===== config.mk =====
export PLATFORM = sky130hd
export DESIGN_NAME = acs_path_metric_8
export DESIGN_NICKNAME = d
export VERILOG_FILES = /design/src/rtl/acs_path_metric_8.sv
export SDC_FILE = /design/constraint.sdc
export NUM_CORES = 1
export LEC_CHECK = 0
export ABC_AREA = 1
export BUFFER_PORTS_ARGS = -buffer_cell sky130_fd_sc_hd__buf_4
export CORE_UTILIZATION = 40
export DETAILED_ROUTE_END_ITERATION = 10
export PLACE_DENSITY_LB_ADDON = 0.05
export SYNTH_ARGS = -nofsm -noshare
export SYNTH_HDL_FRONTEND = slang
export SYNTH_SLANG_ARGS = --single-unit

===== constraint.sdc =====
create_clock -name clk -period 5 [get_ports clk]
set_input_delay 0.25 -clock clk [delete_from_list [all_inputs] [get_ports clk]]
set_output_delay 0.25 -clock clk [all_outputs]
set_load 0.01 [all_outputs]

===== src/rtl/acs_path_metric_8.sv =====
// acs_path_metric_8
//   Add-compare-select stage of an 8-state (K=4, rate 1/2) Viterbi decoder.
//   Each accepted 2-bit hard-decision symbol updates the eight path metrics
//   and produces one survivor decision bit per state.
// Ports
//   clk, rst_n          clock (rising edge) and async active-low reset
//   frame_start         reload initial metrics (start state 0 is known)
//   in_valid, rx_sym    received symbol {c1,c0} and its qualifier
//   stateN_acc_error    registered metric of trellis state N-1
//   decision            1 = survivor into state s came from predecessor p1
//   out_valid           metrics/decision updated on the last edge
//   sym_count           symbols accepted since frame_start (wraps)
module acs_path_metric_8 #(
  parameter int          MW        = 7,
  parameter logic [3:0]  G0        = 4'b1111,
  parameter logic [3:0]  G1        = 4'b1011,
  parameter int          INIT_BIAS = 32
) (
  input  logic          clk,
  input  logic          rst_n,
  input  logic          frame_start,
  input  logic          in_valid,
  input  logic [1:0]    rx_sym,
  output logic [MW-1:0] state1_acc_error,
  output logic [MW-1:0] state2_acc_error,
  output logic [MW-1:0] state3_acc_error,
  output logic [MW-1:0] state4_acc_error,
  output logic [MW-1:0] state5_acc_error,
  output logic [MW-1:0] state6_acc_error,
  output logic [MW-1:0] state7_acc_error,
  output logic [MW-1:0] state8_acc_error,
  output logic [7:0]    decision,
  output logic          out_valid,
  output logic [7:0]    sym_count
);

  localparam logic [MW:0]   HALF = (MW+1)'(1) << (MW-1);
  localparam logic [MW:0]   MAXV = {1'b0, {MW{1'b1}}};
  localparam logic [MW-1:0] BIAS = MW'(INIT_BIAS);

  logic [MW-1:0] pm_q    [8];
  logic [MW-1:0] pm_base [8];
  logic [MW-1:0] pm_next [8];
  logic [MW:0]   sel     [8];
  logic [7:0]    dec_next;

  function automatic logic [1:0] branch_metric(input logic [3:0] r, input logic [1:0] sym);
    logic [1:0] d;
    d = sym ^ {^(r & G1), ^(r & G0)};
    return {1'b0, d[1]} + {1'b0, d[0]};
  endfunction

  always_comb begin
    logic [2:0]  nsb, p0, p1;
    logic [MW:0] cand0, cand1, v;
    logic        all_high;
    for (int unsigned i = 0; i < 8; i++)
      pm_base[i] = frame_start ? ((i == 0) ? '0 : BIAS) : pm_q[i];

    dec_next = '0;
    for (int unsigned ns = 0; ns < 8; ns++) begin
      nsb   = 3'(ns);
      p0    = {nsb[1:0], 1'b0};
      p1    = {nsb[1:0], 1'b1};
      // Sums are one bit wider than the metric so they cannot wrap.
      cand0 = {1'b0, pm_base[p0]} + (MW+1)'(branch_metric({nsb[2], p0}, rx_sym));
      cand1 = {1'b0, pm_base[p1]} + (MW+1)'(branch_metric({nsb[2], p1}, rx_sym));
      // Strict compare: ties resolve to p0, matching min_8 lowest-index-wins.
      dec_next[ns] = (cand1 < cand0);
      sel[ns]      = dec_next[ns] ? cand1 : cand0;
    end

    all_high = 1'b1;
    for (int unsigned i = 0; i < 8; i++)
      if (sel[i] < HALF) all_high = 1'b0;

    for (int unsigned i = 0; i < 8; i++) begin
      v          = all_high ? (sel[i] - HALF) : sel[i];
      pm_next[i] = (v > MAXV) ? {MW{1'b1}} : v[MW-1:0];
    end
  end

  always_ff @(posedge clk or negedge rst_n) begin
    if (!rst_n) begin
      for (int unsigned i = 0; i < 8; i++)
        pm_q[i] <= (i == 0) ? '0 : BIAS;
      decision  <= '0;
      out_valid <= 1'b0;
      sym_count <= '0;
    end else if (in_valid) begin
      for (int unsigned i = 0; i < 8; i++)
        pm_q[i] <= pm_next[i];
      decision  <= dec_next;
      out_valid <= 1'b1;
      sym_count <= frame_start ? 8'd1 : sym_count + 8'd1;
    end else begin
      out_valid <= 1'b0;
      if (frame_start) begin
        for (int unsigned i = 0; i < 8; i++)
          pm_q[i] <= (i == 0) ? '0 : BIAS;
        sym_count <= '0;
      end
    end
  end

  assign state1_acc_error = pm_q[0];
  assign state2_acc_error = pm_q[1];
  assign state3_acc_error = pm_q[2];
  assign state4_acc_error = pm_q[3];
  assign state5_acc_error = pm_q[4];
  assign state6_acc_error = pm_q[5];
  assign state7_acc_error = pm_q[6];
  assign state8_acc_error = pm_q[7];

endmodule


==> run summary <==
Yosys warns: 0
Row count: 53
Largest net degree at the start of global routing: 74
DR WL met2: 12370 um
Ports: 79
Min-delay worst type: in2async
Distinct cells, synth: 39
Final setup margin: 0.4700 ns
Number of global-route vias before repair: 7855
CORE AREA: 21090 um2
CTS Hold Bufs: 0
Seq cells post-synth: 73
TritonCTS Buffers: 9
Syn Inst Count: 1333
Detail Route met3 WL: 947 um
Worst r2r dst: state2_acc_error[6]$_DFFE_PN0P_
Clk buf depth: 2
R2R Path Start: state8_acc_error[0]$_DFFE_PN0P_
Final ANT Viol Nets: 0
Final Max Tran Viols: 0
Post-Syn Nets: 1442
Post-CTS Setup Inserts: 0
Worst-margin pin slew: 1.044 ns
Starting density of the core: 40.99%
CP required: 5.29 ns
Met1 wire length: 13460 um
Via density: 4.953
Avg WL per Cell: 15.95 um
Total routed wirelength: 26980 um
Clk pin slew, worst setup/hold paths: 0.07 ns
Area taken by flip-flops and latches: 1836 um2
Nets: 1520
Post-route clock period utilization: 90.60%
Commonest non-fill, non-tap cell in the layout: nand2_1
Post-synth ARST share: 100.0%
Final Wtd Congestion: 0.8819
First-pass GRT wire length: 42970 um
RSZ-0062 raised after global routing: false
Share of cells above drive strength 1: 14.41%
Critical Path End Type: register
Full die area: 22200 um2
Detailed placement HPWL: 21090 um
Fill count: 2218
P per Cell Area: 633.7 nW/um2
Die W: 149.0 um
Primary FF master, synth: dfrtp_1
CTS tree: built
Syn Area/Cell: 6.484 um2
WS Path Type: in2reg
Final setup TNS: 0 ns
Register area share after synthesis: 21.24%
Hold Fails Final Rpt: 0
DR pass1 iterations: 4
# setup viols final: 0
Peak supply drop: 0.0002688 V
Clock network latency to the later pin of the worst-skew pair: 0.35 ns
Critical path peak fanout: 18
1st-iter DRT viols: 603
Maximum capacitance violations: 0
DR DRC count: 0
Port bufs: 78
Synthesized area: 8643 um2
Leakage Power: 5.663 nW
CP startpoint kind: input pin
Worst Skew: 0.007833 ns
Area of the multi-input gates: 5806 um2
Outcome: completed
Clk sinks: 73
Area Growth Syn to Fin: 15.21%
H-tree level count: 3
Post-synth EDFFs: 0
FF-to-FF path depth: 25
Most frequent cells in the layout: 404 x nand2_1, 216 x inv_1, 121 x nand3_1
Highest clock rate: 220.8 MHz
Grt total ovfl: 0
Power Total: 6.311 mW
N_diodes: 0
Gr usage total: 25.28%
Clock root cell: clkbuf_16
Period minus WS final: 4.530 ns
Flop2flop setup slack: 0.50 ns
Slew Limit Headroom: 30.37%
Pre-CTS setup slack: 0.2276 ns
DR vias: 8375
Uppermost layer routed: met4
CTS resizes: 0
Die Height: 149.0 um
WP data arrival: 4.82 ns
Antenna violations before repair: 0
[sequential cells by signal (all words and copies together) (netlist names)]
register	count
decision	8
out_valid	1
state1_acc_error	7
state2_acc_error	7
state3_acc_error	7
state4_acc_error	7
state5_acc_error	7
state6_acc_error	7
state7_acc_error	7
state8_acc_error	7
sym_count	8
[critical path, cell delays in order]
cell and delay [ns]:
buf_4 0.09, inv_1 0.05, ha_1 0.32, inv_1 0.20, ha_1 0.24, inv_1 0.09
fa_1 0.42, nor2_2 0.21, nand2_1 0.10, nand2_1 0.06, nand2_1 0.07, ha_1 0.29
nand2_1 0.08, nor2_1 0.06, nor3_2 0.19, nand2_1 0.21, nand2_2 0.14, nand2_1 0.07
ha_1 0.20, nor2_1 0.19, nand4_1 0.26, buf_12 0.25, inv_1 0.40, nand3_1 0.15
nand2_1 0.10, nor2_1 0.04, nor2_1 0.07
[metrics by stage]
step	cells	instance area, um2	utilization (%)	hold WS (ns)
after floorplan	1333	8643	-	-0.04559
after detailed placement	1675	9544	45.26	0.4746
after global routing	1691	9958	47.22	0.1590
after CTS	1691	9958	47.22	0.1261
final	1691	9958	47.22	0.07006
after global placement	1675	9544	45.26	0.4704
[how the worst max path moves through the flow]
stage                                    start                         endpoint  slack [ns]
6_report                             rx_sym[0]  state2_acc_error[6]$_DFFE_PN0P_        0.47
5_1_grt        state8_acc_error[1]$_DFFE_PN0P_  state2_acc_error[6]$_DFFE_PN0P_        0.08
4_1_cts        state8_acc_error[0]$_DFFE_PN0P_  state1_acc_error[6]$_DFFE_PN0P_        0.54
3_5_place_dp                         rx_sym[0]  state1_acc_error[6]$_DFFE_PN0P_        0.23
3_3_place_gp                         rx_sym[0]  state1_acc_error[6]$_DFFE_PN0P_        0.32
2_1_floorplan                      frame_start  state1_acc_error[2]$_DFFE_PN0P_        0.76
[layer usage]
metal / track usage [%] / vias to the layer above
met2: 41.33 / 155
met5: 0 / -
li1: - / 4338
met4: 4.643 / 0
met3: 2.875 / 12
met1: 35.88 / 3870
[final cells by class]
type | instances | share of cell area [%]
repair buffers | 94 | 7.212
well taps | 275 | 3.455
inverters | 222 | 8.443
clock inverters | 7 | 1.897
flip-flops and latches | 73 | 18.43
multi-input cells | 1011 | 58.30
clock buffers | 9 | 2.262
[report_power, final]
group          total [mW]  internal [mW]  switching [mW]
sequential           1.11          0.850           0.257
clock               0.945          0.642           0.303
combinational        4.26           1.56            2.70
total                6.31           3.05            3.26
[kinds of logic (layout without fill, tap and decap cells)]
group	count (synthesis)	count (layout)	share of synthesized area (%)
compound gates	129	129	8.135
xor+xnor	52	52	5.356
fa+ha+maj	103	103	15.78
buf+inv	249	332	11.60
flops	73	73	21.24
simple gates	727	727	37.90
[cell usage after synthesis (3+ instances only)]
cell / instances / area (um2)
dfrtp_1: 66 / 1652
nor2_2: 15 / 93.84
buf_6: 5 / 56.30
nor2_4: 5 / 56.30
o21ai_0: 78 / 390.4
inv_2: 4 / 15.01
o21ai_1: 8 / 40.04
nor3_2: 8 / 80.08
fa_1: 10 / 200.2
a21oi_1: 25 / 125.1
xnor2_1: 15 / 131.4
nand4_1: 10 / 62.56
inv_1: 217 / 814.5
nor2_1: 116 / 435.4
nand3_4: 3 / 52.55
a21o_1: 5 / 37.54
clkbuf_1: 15 / 56.30
dfstp_2: 7 / 183.9
nand2_1: 404 / 1516
nand2_4: 7 / 78.83
nand3_2: 10 / 100.1
xor2_1: 36 / 315.3
a21oi_2: 10 / 87.58
buf_2: 5 / 25.02
nand2_2: 17 / 106.4
nand3_1: 121 / 605.6
ha_1: 93 / 1164
nor3_1: 4 / 20.02
(Power assumes the default switching activity.)
